<file path="config.mk">
export PLATFORM = sky130hd
export DESIGN_NAME = instr_fetch_unit_flat
export DESIGN_NICKNAME = d
export VERILOG_FILES = /design/src/rtl/instr_fetch_unit_if.sv /design/src/rtl/instr_fetch_unit.sv /design/src/flat_wrapper.sv
export SDC_FILE = /design/constraint.sdc
export NUM_CORES = 1
export LEC_CHECK = 0
export CAP_MARGIN = 20
export CELL_PAD_IN_SITES_DETAIL_PLACEMENT = 0
export CELL_PAD_IN_SITES_GLOBAL_PLACEMENT = 1
export CORE_ASPECT_RATIO = 0.5
export CORE_MARGIN = 2
export CORE_UTILIZATION = 39
export DETAILED_ROUTE_END_ITERATION = 16
export GPL_ROUTABILITY_DRIVEN = 0
export GPL_TIMING_DRIVEN = 0
export PLACE_DENSITY = 0.85
export SYNTH_ARGS = -nofsm -noshare
export SYNTH_HDL_FRONTEND = slang
export SYNTH_SLANG_ARGS = --single-unit
export TNS_END_PERCENT = 10
</file>
<file path="constraint.sdc">
create_clock -name clk -period 7.5 [get_ports clk]
set_input_delay 1.125 -clock clk [delete_from_list [all_inputs] [get_ports clk]]
set_output_delay 1.125 -clock clk [all_outputs]
set_load 0.05 [all_outputs]
</file>
<file path="src/rtl/instr_fetch_unit_if.sv">
// Fetch-unit bus bundle: instruction-memory read port, decode handshake and redirect.
// master = fetch unit, slave = memory/decode environment.
`default_nettype none

interface instr_fetch_unit_if;
  logic [31:0] imem_addr;
  logic [31:0] imem_rd;
  logic        if_valid;
  logic        if_ready;
  logic [31:0] if_instr;
  logic [31:0] if_pc;
  logic        redirect_valid;
  logic [31:0] redirect_pc;
  logic        fetch_misaligned;

  modport master (
    output imem_addr,
    input  imem_rd,
    output if_valid,
    input  if_ready,
    output if_instr,
    output if_pc,
    input  redirect_valid,
    input  redirect_pc,
    output fetch_misaligned
  );

  modport slave (
    input  imem_addr,
    output imem_rd,
    input  if_valid,
    output if_ready,
    input  if_instr,
    input  if_pc,
    output redirect_valid,
    output redirect_pc,
    input  fetch_misaligned
  );
endinterface

`default_nettype wire

</file>
<file path="src/rtl/instr_fetch_unit.sv">
// Instruction fetch unit: PC owner, async-read imem initiator, {pc,instr} FIFO to decode.
// Optional macro FETCH_ALIGN_CHECK_EN: misaligned redirect sets a sticky flag and halts fetch.
`default_nettype none

module instr_fetch_unit #(
  parameter logic [31:0] RESET_PC   = 32'h0000_0000,
  parameter int unsigned FIFO_DEPTH = 2
) (
  input  logic                  clk,
  input  logic                  reset_n,
  instr_fetch_unit_if.master    bus
);

  localparam int unsigned PTR_W = $clog2(FIFO_DEPTH);
  localparam int unsigned CNT_W = $clog2(FIFO_DEPTH + 1);

  typedef logic [PTR_W-1:0] ptr_t;
  typedef logic [CNT_W-1:0] cnt_t;

  typedef struct packed {
    logic [31:0] pc;
    logic [31:0] instr;
  } entry_t;

  entry_t      fifo_mem [FIFO_DEPTH];

  logic [31:0] pc_q,         pc_d;
  ptr_t        wr_ptr_q,     wr_ptr_d;
  ptr_t        rd_ptr_q,     rd_ptr_d;
  cnt_t        count_q,      count_d;
  logic        misaligned_q, misaligned_d;

  logic        head_valid;
  logic        deq;
  logic        enq;
  logic        wr_en;
  entry_t      head;

`ifndef FETCH_ALIGN_CHECK_EN
  // Low address bits are dropped on redirect when the alignment check is compiled out.
  logic unused_redirect_lsbs;
  assign unused_redirect_lsbs = ^bus.redirect_pc[1:0];
`endif

  // NOTE: every always_comb output gets a default first, so no path can infer a latch.
  always_comb begin
    head_valid   = (count_q != '0);
    deq          = head_valid & bus.if_ready;
    // A full buffer still accepts a new word when the head leaves this same cycle.
    enq          = ((count_q < cnt_t'(FIFO_DEPTH)) | deq) & ~misaligned_q;

    pc_d         = pc_q;
    wr_ptr_d     = wr_ptr_q;
    rd_ptr_d     = rd_ptr_q;
    count_d      = count_q;
    misaligned_d = misaligned_q;
    wr_en        = 1'b0;

    if (bus.redirect_valid) begin
      // A head consumed alongside the redirect is already gone; the rest is dropped.
      wr_ptr_d = '0;
      rd_ptr_d = '0;
      count_d  = '0;
`ifdef FETCH_ALIGN_CHECK_EN
      if (bus.redirect_pc[1:0] != 2'b00) begin
        misaligned_d = 1'b1;
      end else begin
        pc_d = bus.redirect_pc;
      end
`else
      pc_d = {bus.redirect_pc[31:2], 2'b00};
`endif
    end else begin
      if (enq) begin
        wr_en    = 1'b1;
        wr_ptr_d = wr_ptr_q + ptr_t'(1);
        pc_d     = pc_q + 32'd4;
      end
      if (deq) begin
        rd_ptr_d = rd_ptr_q + ptr_t'(1);
      end
      count_d = count_q + cnt_t'(enq) - cnt_t'(deq);
    end
  end

  // NOTE: sequential state uses non-blocking assignments so all flops update together.
  always_ff @(posedge clk) begin
    if (!reset_n) begin
      pc_q         <= RESET_PC;
      wr_ptr_q     <= '0;
      rd_ptr_q     <= '0;
      count_q      <= '0;
      misaligned_q <= 1'b0;
    end else begin
      pc_q         <= pc_d;
      wr_ptr_q     <= wr_ptr_d;
      rd_ptr_q     <= rd_ptr_d;
      count_q      <= count_d;
      misaligned_q <= misaligned_d;
    end
  end

  // NOTE: buffer storage is not reset; count_q decides validity and outputs are gated by it.
  always_ff @(posedge clk) begin
    if (wr_en) begin
      fifo_mem[wr_ptr_q] <= '{pc: pc_q, instr: bus.imem_rd};
    end
  end

  assign head                 = fifo_mem[rd_ptr_q];
  assign bus.imem_addr        = pc_q;
  assign bus.if_valid         = head_valid;
  assign bus.if_pc            = head_valid ? head.pc    : 32'h0;
  assign bus.if_instr         = head_valid ? head.instr : 32'h0;
  assign bus.fetch_misaligned = misaligned_q;

endmodule

`default_nettype wire

</file>
<file path="src/flat_wrapper.sv">
// flat-port wrapper written by rule: the top's interface ports become plain ports
module instr_fetch_unit_flat 
#(
  parameter logic [31:0] RESET_PC   = 32'h0000_0000,
  parameter int unsigned FIFO_DEPTH = 2
)
  (clk, reset_n, bus_imem_addr, bus_imem_rd, bus_if_valid, bus_if_ready, bus_if_instr, bus_if_pc, bus_redirect_valid, bus_redirect_pc, bus_fetch_misaligned);
  instr_fetch_unit_if bus_i ();
  input  logic clk;
  input  logic reset_n;
  output wire logic [$bits(bus_i.imem_addr)-1:0] bus_imem_addr;
  input wire logic [$bits(bus_i.imem_rd)-1:0] bus_imem_rd;
  output wire logic [$bits(bus_i.if_valid)-1:0] bus_if_valid;
  input wire logic [$bits(bus_i.if_ready)-1:0] bus_if_ready;
  output wire logic [$bits(bus_i.if_instr)-1:0] bus_if_instr;
  output wire logic [$bits(bus_i.if_pc)-1:0] bus_if_pc;
  input wire logic [$bits(bus_i.redirect_valid)-1:0] bus_redirect_valid;
  input wire logic [$bits(bus_i.redirect_pc)-1:0] bus_redirect_pc;
  output wire logic [$bits(bus_i.fetch_misaligned)-1:0] bus_fetch_misaligned;
  assign bus_imem_addr = bus_i.imem_addr;
  assign bus_i.imem_rd = bus_imem_rd;
  assign bus_if_valid = bus_i.if_valid;
  assign bus_i.if_ready = bus_if_ready;
  assign bus_if_instr = bus_i.if_instr;
  assign bus_if_pc = bus_i.if_pc;
  assign bus_i.redirect_valid = bus_redirect_valid;
  assign bus_i.redirect_pc = bus_redirect_pc;
  assign bus_fetch_misaligned = bus_i.fetch_misaligned;
  instr_fetch_unit #(.RESET_PC(RESET_PC), .FIFO_DEPTH(FIFO_DEPTH)) u_core (.clk(clk), .reset_n(reset_n), .bus(bus_i));
endmodule
</file>
# After elaboration in Yosys (flattened, before gate mapping)

Memories as Yosys holds them, arrays and structs flattened. A register that Yosys moved wholly into a read port is not among the register bits.
Index checks and enable logic that the tools add are counted.

$add $sub $neg: 5
Bitwise operators: 3
Reductions and logical operators: 3
Magnitude comparators: 1
Multiplexer cells: 10

Operators by type and width:

| operator                | number |
|---|---|
| $mux W32                | 4 |
| $add A32 B3 Y32 const B | 1 |
| $mux W1                 | 6 |
| $reduce_bool A2 Y1      | 2 |
| $add A1 B1 Y1 const B   | 2 |
| $add A2 B1 Y2           | 1 |
| $lt A2 B2 Y1 const B    | 1 |
| $reduce_or A2 Y1        | 1 |
| $sub A2 B1 Y2           | 1 |
| $and A1 B1 Y1           | 1 |
| $not A1 Y1              | 1 |
| $or A1 B1 Y1            | 1 |

Memory bits (writable): 128
Bits in registers: 36
Output and inout bits: 98
Memories: 1
Word-level logic and storage cells: 28

Memories:

| name            | words | bits a word | read ports | clocked after Yosys merged registers in | write ports | RTL line               | RTL |
|---|---|---|---|---|---|---|---|
| u_core.fifo_mem | 2     | 64          | 1          | 1                                       | 1           | instr_fetch_unit.sv:25 | `entry_t fifo_mem [FIFO_DEPTH];` |

# Depth between registers and ports, before layout

Depth in word-level cells: 7
Mapped depth: 9
Mapped depth without buffers: 9

# Worst setup path after synthesis

OpenSTA, ideal clock, no wires.

Path kind: input-to-reg
Start point: input port bus_redirect_valid
End point: memory u_core.fifo_mem[0][0] (netlist bit), enable pin
Required time: 6.942 ns
Cell stages on the path: 3
Setup slack: 1.124 ns
Arrival: 5.818 ns
Library setup time: 0.558 ns
Path through: clkbuf_1 > clkbuf_1 > nor3_1

Word-level cells in the longest chain between the ends: 3

Ends and longest elaborated chain:

| item                          | RTL line                | RTL |
|---|---|---|
| from (decl)                   | flat_wrapper.sv:17      | `input wire logic [$bits(bus_i.redirect_valid)-1:0] bus_redirect_valid;` |
| $mux W1                       | instr_fetch_unit.sv:59  | `if (bus.redirect_valid) begin` |
| $mux W1                       | instr_fetch_unit.sv:105 | `if (wr_en) begin` |
| $mux W1 (not written as such) | instr_fetch_unit.sv:106 | `fifo_mem[wr_ptr_q] <= '{pc: pc_q, instr: bus.imem_rd};` |
| to (decl)                     | instr_fetch_unit.sv:25  |  |

No other way between the ends.

==> key figures <==
STA
  – Fmax: 246 MHz
  – Final setup fails: 0
  – Post-layout min period: 4070 ps
  – RSZ-0062 raised after global routing: false
  – Hold_ws: 520 ps
  – Slew headroom: 0.346
  – Final hold vios: 0
  – Worst-margin pin slew: 976 ps
  – Post-route clock period utilization: 0.542
  – Final Skew: 11.0 ps
  – Slew Viols, Final: 0

Floorplanning
  – Row cnt: 33
  – Initial Utilization: 0.404
  – Die Ht: 96.7 um
  – Die Wd: 189 um
  – Die area: 18300 um^2
  – Top Ports: 166
  – Core region area: 16600 um^2

Layout
  – Commonest non-fill, non-tap cells in the layout: clkdlybuf4s50_1 (158), edfxtp_1 (124), nor2_1 (78)
  – Layout cells sized above 1: 0.0630
  – Non-Filler Instances: 957
  – Commonest non-fill, non-tap cell in the layout: clkdlybuf4s50_1
  – Finished Core Util: 0.559
  – N_diodes: 0
  – Nets: 788
  – Area growth, synth to finish: 38.6%

Global route
  – Total gr overflow: 0
  – First-pass GRT wire length: 26700 um
  – Antenna violations before repair: 0
  – Routing usage on met3: 0.0352
  – Vias in the first global route: 5041
  – Met2 GRT Util: 0.315
  – Met1 usage: 0.238
  – GRT Util Overall: 0.188
  – Global route hottest layer: met2
  – Largest net degree at the start of global routing: 63

Setup path
  – Most used cell along the critical path: clkbuf_1
  – Required time of the critical path: 6380 ps
  – Max incr delay on CP: 810 ps
  – Startpoint types: flip-flop
  – R2r startpoint: u_core.count_q[1]$_SDFF_PP0_
  – CP max FO: 10
  – Arrival @ worst endpoint: 2940 ps
  – CP Class: reg2out
  – Crit. End Element: output port
  – Critical path cell sequence: clkbuf_1 > clkbuf_1 > mux2i_1 > nor2_1 > clkdlybuf4s50_1
  – Reg2Reg Depth: 4
  – Crit-path leading delay family: buffers and inverters
  – Worst path bufs/invs: 3
  – Worst r2r dst: u_core.fifo_mem[1][3]$_DFFE_PP_
  – CP max stage cell: clkdlybuf4s50_1
  – Reg2Reg Setup Slack: 5000 ps

Yosys
  – Gate Count Post-Synth: 530
  – Simple-gate portion of the synthesized area: 0.135
  – Largest family of logic cells by synthesized area: simple AND/OR/NAND/NOR gates
  – Post-synthesis mux area share: 0.0926
  – Compound-cell area share of the yosys netlist: 0.0594
  – Sequential fraction of the synthesis area: 0.660
  – Post-Syn Area: 6700 um^2
  – Fraction of the mapped netlist area in adder cells: 0.00560
  – Synthesized area per cell: 12.6 um^2
  – Xor/xnor share of the synthesized area: 0.0170
  – Synth Register Bits: 159
  – Post-synth ARST share: 0
  – Synth unique cells: 40
  – Top_reg_cell synth: edfxtp_1
  – Number of flops mapped to enable cells by yosys: 124
  – Ys Warns: 0

Power and ir drop
  – VDD IR max: 0.152 mV
  – Power per Cell Area: 269 nW/um^2
  – P_leak: 3.09 nW

Drt
  – Via-to-Cell Ratio: 5.21
  – Vias post-DR: 4985
  – DR iter-0 viols: 361
  – WL/cell: 17.6 um
  – DRT antenna net count: 0
  – Final wirelength: 16900 um
  – Post-route DRC violation count: 0
  – Pre-antenna DRT Iters: 4

Clocking
  – Sink Count: 159
  – Hold buffer count at cts: 0
  – Clock latency on the worst-skew pair: 410 ps
  – Setup bufs post-CTS: 0
  – CTS Buffer Depth: 2
  – Total CTS buffers: 17
  – CTS tree: done
  – Post_cts resized: 0
  – H-tree levels: 4
  – Clock-pin slew on the worst setup and hold paths: 60 ps
  – CTS Root Cell: clkbuf_16

Worst hold path
  – Worst Hold Class: reg2reg
  – Hold path startpoint: u_core.rd_ptr_q$_SDFFE_PP0P_
  – Hold Path Depth: 2

Placed design
  – Buffers on Ports: 158
  – Placed cell count: 925
  – DP HPWL: 11600 um

Run status
  – Status: completed

Flow run
  – Max-cap viol count: 0
==> final cells by class <==
class,instances,area (um^2)
clock inverter,10,161
buffer,39,174
fill,1369,7310
multi-input combinational,330,2100
clock buffer,22,464
sequential,159,4420
inverter,6,22.5
tap,227,284
timing repair buffer,164,1650
==> registers in the layout, summed over array words and instances, names as in the netlist, named ones only <==
signal / count
u_core.rd_ptr_q: 1
u_core.bus.imem_addr: 30
u_core.fifo_mem: 124
u_core.count_q: 2
u_core.wr_ptr_q: 1
==> worst min-delay path, delay by kind of cell (launching register included) <==
family                    cells  cell delay (ps)
and+or+nand+nor               1               70
xor gates and xnor gates      1               80
DFF                           1              330
==> worst max path at each step <==
| stage | endpoint | slack, ps | cells after the start |
|---|---|---|---|
| floorplan | u_core.fifo_mem[0][0]$_DFFE_PP_ | 1120 | 3 |
| global placement | u_core.fifo_mem[0][0]$_DFFE_PP_ | -2170 | 4 |
| detailed placement | u_core.fifo_mem[0][0]$_DFFE_PP_ | 3450 | 7 |
| CTS | bus_if_instr[21] | 3400 | 5 |
| global route | bus_if_instr[21] | 3250 | 5 |
| finish | bus_if_pc[9] | 3430 | 5 |
==> power by group <==
group	leakage [nW]	switching [W]	internal, W
registers	1.47	0.0000362	0.00102
clock network	0.296	0.000336	0.000575
logic	1.33	0.000350	0.000183
==> per-layer routing <==
metal  routed length (um)  up-vias
met1                 7230     2436
li1                     -     2344
met5                    0        -
met4                  401        0
met3                  894       36
met2                 8330      169
==> Yosys cell counts (all sizes together), types with 4 or more instances <==
| cell type | number | area, um^2 |
|---|---|---|
| a211oi | 5 | 37.5 |
| a21oi | 5 | 25.0 |
| a31oi | 7 | 43.8 |
| a32oi | 4 | 35.0 |
| and3 | 11 | 68.8 |
| buf | 9 | 61.3 |
| clkbuf | 30 | 113 |
| dfxtp | 35 | 701 |
| edfxtp | 124 | 3720 |
| inv | 6 | 22.5 |
| mux2i | 62 | 621 |
| nand2 | 24 | 90.1 |
| nand2b | 4 | 25.0 |
| nand3 | 15 | 75.1 |
| nand4 | 10 | 68.8 |
| nor2 | 78 | 293 |
| nor4 | 9 | 56.3 |
| o211a | 4 | 40.0 |
| o21ai | 30 | 150 |
| o31ai | 4 | 30.0 |
| or3 | 9 | 56.3 |
| or4 | 10 | 75.1 |
| xnor2 | 9 | 78.8 |
| xor2 | 4 | 35.0 |
==> cell families after synthesis <==
kind of cell	after synthesis
xor+xnor	13
compound gates	63
other cells	1
mux	62
simple gates	184
flops	159
fa+ha+maj	3
buf+inv	45
==> stage by stage <==
step / area (um^2) / TNS, ps / power [W] / setup WS, ps
after floorplan: 6720 / 0 / 0.00140 / 1120
after global placement: 8580 / -134110 / 0.00160 / -2170
after detailed placement: 8660 / 0 / 0.00161 / 3450
after CTS: 9280 / 0 / 0.00251 / 3400
after global routing: 9280 / 0 / 0.00258 / 3250
final: 9280 / 0 / 0.00250 / 3430
(Power assumes the default switching activity.)
